$ cat config.mk
export PLATFORM = sky130hd
export DESIGN_NAME = memory_bus_arbiter
export DESIGN_NICKNAME = d
export VERILOG_FILES = /design/src/rtl/memory_bus_arbiter.sv
export SDC_FILE = /design/constraint.sdc
export NUM_CORES = 1
export LEC_CHECK = 0
export CORE_ASPECT_RATIO = 0.8
export CORE_MARGIN = 2
export CORE_UTILIZATION = 43
export DETAILED_ROUTE_END_ITERATION = 8
export PLACE_DENSITY = 0.74
export SYNTH_ARGS = -nofsm -noshare
export SYNTH_HDL_FRONTEND = slang
export SYNTH_SLANG_ARGS = --single-unit
export TNS_END_PERCENT = 1
$ cat constraint.sdc
create_clock -name i_clk -period 8.85 [get_ports i_clk]
set_input_delay 1.3275 -clock i_clk [delete_from_list [all_inputs] [get_ports i_clk]]
set_output_delay 1.3275 -clock i_clk [all_outputs]
set_load 0.005 [all_outputs]
$ cat src/rtl/memory_bus_arbiter.sv
// Arbitrates the single debug-memory port between the controller (side 0) and the core (side 1).
// One command slot per side, round-robin or controller-only grant, timed memory handshake, one-cycle response.
module memory_bus_arbiter #(
  parameter int BUS_WIDTH      = 32,
  parameter int TIMEOUT_CYCLES = 360
) (
  input  logic                 i_clk,
  input  logic                 i_reset,
  input  logic                 i_ctrl_lock,
  input  logic                 i_ctrl_read,
  input  logic                 i_ctrl_write,
  input  logic [BUS_WIDTH-1:0] i_ctrl_address,
  input  logic [BUS_WIDTH-1:0] i_ctrl_write_data,
  output logic                 o_ctrl_busy,
  output logic                 o_ctrl_response,
  output logic [BUS_WIDTH-1:0] o_ctrl_read_data,
  input  logic                 i_core_read,
  input  logic                 i_core_write,
  input  logic [BUS_WIDTH-1:0] i_core_address,
  input  logic [BUS_WIDTH-1:0] i_core_write_data,
  output logic                 o_core_busy,
  output logic                 o_core_response,
  output logic [BUS_WIDTH-1:0] o_core_read_data,
  output logic                 o_mem_read,
  output logic                 o_mem_write,
  output logic [BUS_WIDTH-1:0] o_mem_address,
  output logic [BUS_WIDTH-1:0] o_mem_write_data,
  input  logic [BUS_WIDTH-1:0] i_mem_read_data,
  input  logic                 i_mem_response,
  output logic                 o_mux_selector,
  output logic                 o_timeout_error
);
  localparam int TW = (TIMEOUT_CYCLES > 1) ? $clog2(TIMEOUT_CYCLES) : 1;
  localparam logic [TW-1:0] TIMER_MAX = TW'(TIMEOUT_CYCLES - 1);

  typedef enum logic [1:0] {S_IDLE, S_BUSY, S_RESP} state_t;
  state_t r_state, w_state_next;

  logic [1:0]           w_cmd_rd, w_cmd_wr, w_pend, w_is_wr, w_resp, w_busy;
  logic [BUS_WIDTH-1:0] w_cmd_addr  [2];
  logic [BUS_WIDTH-1:0] w_cmd_data  [2];
  logic [BUS_WIDTH-1:0] w_slot_addr [2];
  logic [BUS_WIDTH-1:0] w_slot_data [2];
  logic [BUS_WIDTH-1:0] w_rdata     [2];
  logic                 w_grant, w_grant_side, w_done, w_abort;

  logic                 r_winner, r_last, r_mem_read, r_mem_write, r_mux, r_timeout_error;
  logic [BUS_WIDTH-1:0] r_mem_address, r_mem_write_data;
  logic [TW-1:0]        r_timer;

  assign w_cmd_rd      = {i_core_read, i_ctrl_read};
  assign w_cmd_wr      = {i_core_write, i_ctrl_write};
  assign w_cmd_addr[0] = i_ctrl_address;
  assign w_cmd_addr[1] = i_core_address;
  assign w_cmd_data[0] = i_ctrl_write_data;
  assign w_cmd_data[1] = i_core_write_data;

  always_ff @(posedge i_clk or posedge i_reset) begin
    if (i_reset) r_state <= S_IDLE;
    else         r_state <= w_state_next;
  end

  always_comb begin
    w_state_next = r_state;
    w_grant      = 1'b0;
    w_grant_side = 1'b0;
    w_done       = 1'b0;
    w_abort      = 1'b0;
    case (r_state)
      S_IDLE: begin
        // Lock masks the core entirely; otherwise a tie goes to whoever was not served last.
        if (w_pend[0]) begin
          w_grant      = 1'b1;
          w_grant_side = (!i_ctrl_lock && w_pend[1]) ? ~r_last : 1'b0;
        end else if (w_pend[1] && !i_ctrl_lock) begin
          w_grant      = 1'b1;
          w_grant_side = 1'b1;
        end
        if (w_grant) w_state_next = S_BUSY;
      end
      S_BUSY: begin
        if (i_mem_response) begin
          w_done       = 1'b1;
          w_state_next = S_RESP;
        end else if (r_timer == TIMER_MAX) begin
          w_abort      = 1'b1;
          w_state_next = S_RESP;
        end
      end
      S_RESP:  w_state_next = S_IDLE;
      default: w_state_next = S_IDLE;
    endcase
  end

  for (genvar gi = 0; gi < 2; gi++) begin : g_side
    logic                 r_pend, r_is_wr;
    logic [BUS_WIDTH-1:0] r_addr, r_wdata, r_rdata;

    assign w_resp[gi]      = (r_state == S_RESP) && (r_winner == 1'(gi));
    // The winning slot reads as free during its response cycle so a new pulse there is accepted.
    assign w_busy[gi]      = r_pend && !w_resp[gi];
    assign w_pend[gi]      = r_pend;
    assign w_is_wr[gi]     = r_is_wr;
    assign w_slot_addr[gi] = r_addr;
    assign w_slot_data[gi] = r_wdata;
    assign w_rdata[gi]     = r_rdata;

    always_ff @(posedge i_clk or posedge i_reset) begin
      if (i_reset) begin
        r_pend  <= 1'b0;
        r_is_wr <= 1'b0;
        r_addr  <= '0;
        r_wdata <= '0;
        r_rdata <= '0;
      end else begin
        if ((w_cmd_rd[gi] || w_cmd_wr[gi]) && !w_busy[gi]) begin
          r_pend  <= 1'b1;
          r_is_wr <= w_cmd_wr[gi];
          r_addr  <= w_cmd_addr[gi];
          r_wdata <= w_cmd_data[gi];
        end else if (w_resp[gi]) begin
          r_pend  <= 1'b0;
        end
        if (w_done && r_winner == 1'(gi) && !r_is_wr) r_rdata <= i_mem_read_data;
        else if (w_abort && r_winner == 1'(gi))      r_rdata <= '0;
      end
    end
  end

  always_ff @(posedge i_clk or posedge i_reset) begin
    if (i_reset) begin
      r_winner         <= 1'b0;
      r_last           <= 1'b1;
      r_mem_read       <= 1'b0;
      r_mem_write      <= 1'b0;
      r_mem_address    <= '0;
      r_mem_write_data <= '0;
      r_mux            <= 1'b0;
      r_timeout_error  <= 1'b0;
      r_timer          <= '0;
    end else begin
      if (w_grant) begin
        r_winner         <= w_grant_side;
        r_mux            <= w_grant_side;
        r_mem_address    <= w_slot_addr[w_grant_side];
        r_mem_write_data <= w_slot_data[w_grant_side];
        r_mem_write      <= w_is_wr[w_grant_side];
        r_mem_read       <= !w_is_wr[w_grant_side];
        r_timer          <= '0;
      end else if (w_done || w_abort) begin
        r_mem_read  <= 1'b0;
        r_mem_write <= 1'b0;
        if (w_abort) r_timeout_error <= 1'b1;
      end else if (r_state == S_BUSY) begin
        r_timer <= r_timer + 1'b1;
      end
      if (r_state == S_RESP) r_last <= r_winner;
    end
  end

  assign o_ctrl_busy      = w_busy[0];
  assign o_core_busy      = w_busy[1];
  assign o_ctrl_response  = w_resp[0];
  assign o_core_response  = w_resp[1];
  assign o_ctrl_read_data = w_rdata[0];
  assign o_core_read_data = w_rdata[1];
  assign o_mem_read       = r_mem_read;
  assign o_mem_write      = r_mem_write;
  assign o_mem_address    = r_mem_address;
  assign o_mem_write_data = r_mem_write_data;
  assign o_mux_selector   = r_mux;
  assign o_timeout_error  = r_timeout_error;
endmodule

==> flow_metrics.env, run 1 <==
export IMPL_tightest_slew_ps=1050
export IMPL_syn_avg_cell_area_um2=13.8
export IMPL_dp_hpwl_um=18200
export IMPL_crit_required_ps=7520
export IMPL_ys_warn_count=0
export IMPL_synth_nets=956
export IMPL_fp_dieW_um=182
export IMPL_cts_tree="yes"
export IMPL_slowest_delay_ps=510
export IMPL_synthArstFlopShare=1.00
export IMPL_reg2reg_slack_ps=6250
export IMPL_rsz0062_at_grt="false"
export IMPL_setup_tns_ps=0
export IMPL_net_switching_power_mw=1.54
export IMPL_grt_pass1_wl_um=43600
export IMPL_drive_above_1_share=0.166
export IMPL_layout_common_cells="clkdlybuf4s50_1, dfrtp_1, mux2_2"
export IMPL_synth_ff_type="dfrtp_1"
export IMPL_crit_fanout=7
export IMPL_vias=7386
export IMPL_cp_startpoint="o_mux_selector"
export IMPL_area_delta_synth_final_pct=40.3
export IMPL_end_kind="output pin"
export IMPL_grt_ovfl_total=0
export IMPL_power_leakage_nw=6.90
export IMPL_synthCells=787
export IMPL_finalHoldViolCount=0
export IMPL_status="complete, no violations"
export IMPL_r2r_start="g_side[1].r_pend"
export IMPL_ioPinCount=304
export IMPL_clkPwrFrac=0.246
export IMPL_grt_max_degree=157
export IMPL_placed_area_um2=14200
export IMPL_critPathCapture="o_core_busy"
export IMPL_ant_nets=0
export IMPL_gp_congestion=0.737
export IMPL_regToRegEndpoint="o_mem_write_data[23]"
export IMPL_drt_first_pass_iters=4
export IMPL_p_sw_frac=0.291
export IMPL_min_path_type="flip-flop to flip-flop"
export IMPL_fin_crit_ps=3390
export IMPL_core_um2=24600
export IMPL_final_common_cell="clkdlybuf4s50_1"
export IMPL_clk_latency_ps=540
export IMPL_finalWirelength_um=27200
export IMPL_syn_area_um2=10900
export IMPL_die_height_um=146
export IMPL_post_cts_buffers=0
export IMPL_clk_pin_slew_ps=60
export IMPL_whs_ps=474
export IMPL_synth_seq_area_share=0.636
export IMPL_antenna_found_initial=3
export IMPL_die_area_um2=26500
export IMPL_path_cells="nand3b_1, nand2_1, inv_1, clkdlybuf4s50_1"
export IMPL_drt_iter0_drc=327
export IMPL_htree_num_levels=1
export IMPL_clk_path_buf_depth=3
export IMPL_fin_worst_skew_ps=13.4
export IMPL_placementRows=51
export IMPL_pwr_share_seq=0.413
export IMPL_numCtsBuffers=28
export IMPL_fmax_ghz=0.295
export IMPL_max_cap_violations=0
export IMPL_slew_headroom=0.303
export IMPL_p_int_mw=3.75
export IMPL_fin_area_um2=15200
export IMPL_final_core_util=0.620
export IMPL_crit_slowest_cell="clkdlybuf4s50_1"
export IMPL_p_comb_frac=0.342
export IMPL_r2r_cells=5
export IMPL_port_buffers=303
export IMPL_clockRootBuffer="clkbuf_16"
export IMPL_vias_per_cell=5.18
export IMPL_initial_utilization=0.442
export IMPL_ir_drop_uv=213
export IMPL_postCtsResizedCells=0
export IMPL_powerDensity_nw_per_um2=347
export IMPL_drc_errors=0
export IMPL_slew_violations=0
export IMPL_clock_sinks=276
export IMPL_cts_hold_buf=0
export IMPL_setup_violations=0
export IMPL_fin_nets=1254
export IMPL_gr_usage_all_layers=0.206
export IMPL_fillers=1929
export IMPL_wl_per_cell_um=19.0
export IMPL_synth_edf_count=0
export IMPL_first_global_vias=7691
export IMPL_synth_seq_cells=276
export IMPL_critical_path_class="flip-flop to output pin"
export IMPL_finalCritPeriodShare=0.383
export IMPL_cp_start_kind="flip-flop"
export IMPL_synth_cell_type_count=42
export IMPL_critPathArrivalTime_ps=2060
-- cell type report --
class	instances	area, um2	share of cell area
flip-flops and latches	276	6910	0.453
diodes	1	2.50	0.000164
inverters	8	33.8	0.00222
clock buffers	36	792	0.0520
well taps	318	398	0.0261
repair buffers	314	3130	0.205
clock inverters	16	241	0.0158
multi-input cells	457	3730	0.245
-- synth_stat cells, drive strengths merged, types with 2 or more instances --
master / count / share of area
nand3: 4 / 0.0018
xnor2: 2 / 0.0016
nand3b: 2 / 0.0014
nor2: 7 / 0.0024
a22o: 66 / 0.053
nor4: 2 / 0.0025
and3: 2 / 0.0012
buf: 29 / 0.016
mux2i: 65 / 0.060
dfrtp: 275 / 0.63
nand2: 77 / 0.027
o21ai: 70 / 0.032
clkbuf: 17 / 0.0059
o21a: 2 / 0.0014
inv: 8 / 0.0028
nor3b: 2 / 0.0014
xor2: 2 / 0.0016
o31ai: 2 / 0.0014
nand4: 4 / 0.0023
nor3: 4 / 0.0028
mux2: 128 / 0.13
a21oi: 4 / 0.0029
-- power groups by stage --
stage	Combinational [mW]	Clock, mW	Sequential, mW
finish	1.80	1.30	2.18
global route	2.00	1.38	2.26
CTS	1.83	1.33	2.19
detailed placement	1.82	0	2.20
global placement	1.78	0	2.18
floorplan	0.955	0	2.15
-- metrics by stage --
stage	std cells	worst slack [ps]	total power [mW]
global placement	1373	5070	3.96
detailed placement	1373	5000	4.02
global route	1426	5300	5.64
floorplan	787	3870	3.10
CTS	1425	5400	5.35
finish	1426	5460	5.28
-- kinds of logic (layout without fill, tap and decap cells) --
family                     Yosys count  count (layout)  share of synthesized area
muxes                              193             193                      0.193
AOI/OAI and AO/OA                  149             149                     0.0952
DFF                                276             276                      0.636
adders and majority gates            1               1                    0.00115
xor gates and xnor gates             4               4                    0.00323
other                                0               1                          0
buffers and inverters               54             374                     0.0249
and+or+nand+nor                    110             110                     0.0468
-- critical path: cells and delay by family, from the launching register on --
family / cells / cell delay (ps)
buffers and inverters: 2 / 630
DFF: 1 / 480
and+or+nand+nor: 2 / 430
-- metal layers --
layer  global-route usage  up-vias  wire, um
met5                    0        -        25
met4               0.0480        4       565
met3               0.0923       40      3150
met2                0.329      269     12300
met1                0.258     3653     11100
li1                     -     3420         -
-- worst min path at each step --
stage | endpoint | start | depth (start not counted) | slack, ps
floorplan | r_last | r_last | 2 | 440
detailed placement | o_timeout_error | o_timeout_error | 1 | 460
CTS | o_timeout_error | o_timeout_error | 1 | 480
global placement | r_last | r_last | 2 | 450
finish | r_last | r_last | 2 | 470
global route | r_last | r_last | 2 | 500
-- flip-flops by register name, summed over array words and instances, names as in the netlist --
signal	flops
g_side.r_addr	64
g_side.r_wdata	64
o_core_read_data	32
o_ctrl_read_data	32
o_mem_address	32
o_mem_write_data	32
r_timer	9
g_side.r_is_wr	2
g_side.r_pend	2
r_state	2
o_mem_read	1
o_mem_write	1
o_mux_selector	1
o_timeout_error	1
r_last	1
(Power assumes the default switching activity.)
==> run 2, diff against run 1 <==
- clock period: 8.85 -> 2.9 ns (I/O delays scaled with it)
==> run 2 against run 1 <==
Effect of this change:
- setup slack got worse by 5100 ps
- via count increased by 0.79%
- critical path depth unchanged
- die area unchanged
- flip-flop and latch count is the same
- non-clock buffer count up 10
- hold slack worse by 300 ps
- final cell count grew 0.70%
- clock power grew to 2.8 times the previous value
- register-to-register slack got worse by 5500 ps
- critical path type unchanged
==> flow_metrics.env, run 2 (synthesized netlist as in run 1, its figures left out) <==
export IMPL_grt_pass1_wl_um=43300
export IMPL_gr_usage_all_layers=0.204
export IMPL_clk_path_buf_depth=3
export IMPL_cts_hold_buf=0
export IMPL_fin_worst_skew_ps=9.75
export IMPL_powerDensity_nw_per_um2=1040
export IMPL_postCtsResizedCells=0
export IMPL_vias_per_cell=5.18
export IMPL_cp_start_kind="flip-flop"
export IMPL_r2r_start="r_state[0]"
export IMPL_htree_num_levels=1
export IMPL_placementRows=51
export IMPL_drt_iter0_drc=340
export IMPL_cts_tree="yes"
export IMPL_finalHoldViolCount=0
export IMPL_slew_violations=0
export IMPL_clkPwrFrac=0.226
export IMPL_path_delay_family="simple AND/OR/NAND/NOR gates"
export IMPL_path_buf_inv=2
export IMPL_core_um2=24600
export IMPL_power_leakage_nw=6.95
export IMPL_ant_nets=0
export IMPL_path_cells="nand3b_1, nand2_1, inv_1, clkdlybuf4s50_1"
export IMPL_crit_required_ps=2470
export IMPL_antenna_found_initial=1
export IMPL_p_comb_frac=0.353
export IMPL_grt_ovfl_total=0
export IMPL_rsz0062_at_grt="false"
export IMPL_clk_latency_ps=530
export IMPL_drt_first_pass_iters=4
export IMPL_dp_cells=1383
export IMPL_dp_hpwl_um=18800
export IMPL_end_kind="output pin"
export IMPL_drive_above_1_share=0.169
export IMPL_numCtsBuffers=29
export IMPL_grt_max_degree=100
export IMPL_die_height_um=146
export IMPL_initial_utilization=0.442
export IMPL_pwr_share_seq=0.421
export IMPL_vias=7444
export IMPL_r2r_cells=5
export IMPL_critPathArrivalTime_ps=2150
export IMPL_port_buffers=303
export IMPL_wl_per_cell_um=19.0
export IMPL_total_power_mw=15.9
export IMPL_regToRegEndpoint="g_side[0].r_wdata[20]"
export IMPL_clockRootBuffer="clkbuf_16"
export IMPL_area_delta_synth_final_pct=41.1
export IMPL_first_global_vias=7749
export IMPL_min_path_type="primary input to asynchronous set/reset pin"
export IMPL_crit_fanout=7
export IMPL_stdcell_count=1436
export IMPL_layout_common_cells="clkdlybuf4s50_1, dfrtp_1, mux2_2"
export IMPL_gp_congestion=0.812
export IMPL_slowest_delay_ps=520
export IMPL_reg2reg_slack_ps=740
export IMPL_finalCritPeriodShare=0.890
export IMPL_p_sw_frac=0.296
export IMPL_tightest_slew_ps=551
export IMPL_finalWirelength_um=27300
export IMPL_critical_path_class="flip-flop to output pin"
export IMPL_crit_slowest_cell="dfrtp_1"
export IMPL_max_cap_violations=0
export IMPL_p_int_mw=11.2
export IMPL_die_area_um2=26500
export IMPL_net_switching_power_mw=4.71
export IMPL_clk_pin_slew_ps=60
export IMPL_post_cts_buffers=0
export IMPL_fp_dieW_um=182
export IMPL_final_common_cell="clkdlybuf4s50_1"
export IMPL_setup_violations=0
export IMPL_status="complete, no violations"
export IMPL_biggestRegsByFlops="g_side.r_addr x64, g_side.r_wdata x64"
export IMPL_slew_headroom=0.630
export IMPL_fin_nets=1265
export IMPL_fmax_ghz=0.387
export IMPL_clock_sinks=276
export IMPL_ir_drop_uv=592
export IMPL_ioPinCount=304
export IMPL_fin_crit_ps=2580
export IMPL_drc_errors=0
run 2: cell types whose count changed in the layout (fill, tap and decap cells not counted), sizes merged:
cell / delta
buf: +10
clkbuf: +9
clkinv: -1
clkinvlp: -3
bufinv: -5
run 2: layout make-up:
class                      count  area [um2]
fill                        1851        9250
antenna                        1        2.50
timing repair buffer         324        3320
sequential                   276        6910
clock buffer                  45         866
tap                          318         398
multi-input combinational    457        3730
clock inverter                 7        63.8
inverter                       8        33.8
run 2: how the worst max path moves through the flow:
| stage | start | to | slack (ps) | cells after the start |
|---|---|---|---|---|
| after floorplan | i_reset | g_side[0].r_addr[0] | -1190 | 1 |
| after global placement | i_mem_response | o_core_read_data[20] | 510 | 6 |
| after detailed placement | i_mem_response | o_core_read_data[2] | 490 | 6 |
| after CTS | o_mux_selector | o_core_busy | 280 | 4 |
| after global routing | o_mux_selector | o_core_busy | 190 | 4 |
| final | o_mux_selector | o_core_busy | 320 | 4 |
run 2: routing by layer:
layer	global-route usage	share of wire
met1	0.272	0.43
met2	0.324	0.46
met4	0.0402	0.018
met5	0	0
met3	0.0748	0.10
run 2: through the flow:
step / area [um2] / setup slack [ps] / hold WS [ps] / util / setup TNS [ps]
floorplan: 10900 / -1190 / 439 / - / -326240
global placement: 14400 / 505 / 453 / 0.586 / 0
detailed placement: 14400 / 486 / 459 / 0.586 / 0
CTS: 15300 / 278 / 166 / 0.623 / 0
global route: 15300 / 191 / 174 / 0.623 / 0
finish: 15300 / 318 / 177 / 0.624 / 0
run 2: worst register-to-register path: stages (launching register included):
cell and delay, ps:
dfrtp_1 420, nand2b_1 210, o21ai_1 300, o21a_4 460
buf_12 290, mux2_2 370
run 2: power by group through the flow:
stage,registers (mW),clock network [mW],logic (mW)
after floorplan,6.56,0,2.91
after global placement,6.69,0,5.50
after detailed placement,6.75,0,5.67
after CTS,6.71,3.67,5.70
after global routing,6.93,3.83,6.15
final,6.70,3.60,5.62
==> run 3, diff against run 2 <==
- SLEW_MARGIN: default -> 20
- TNS_END_PERCENT: 1 -> 10
==> results of run 3 <==
The final DEF is identical to that of run 2; final timing and power are the same.
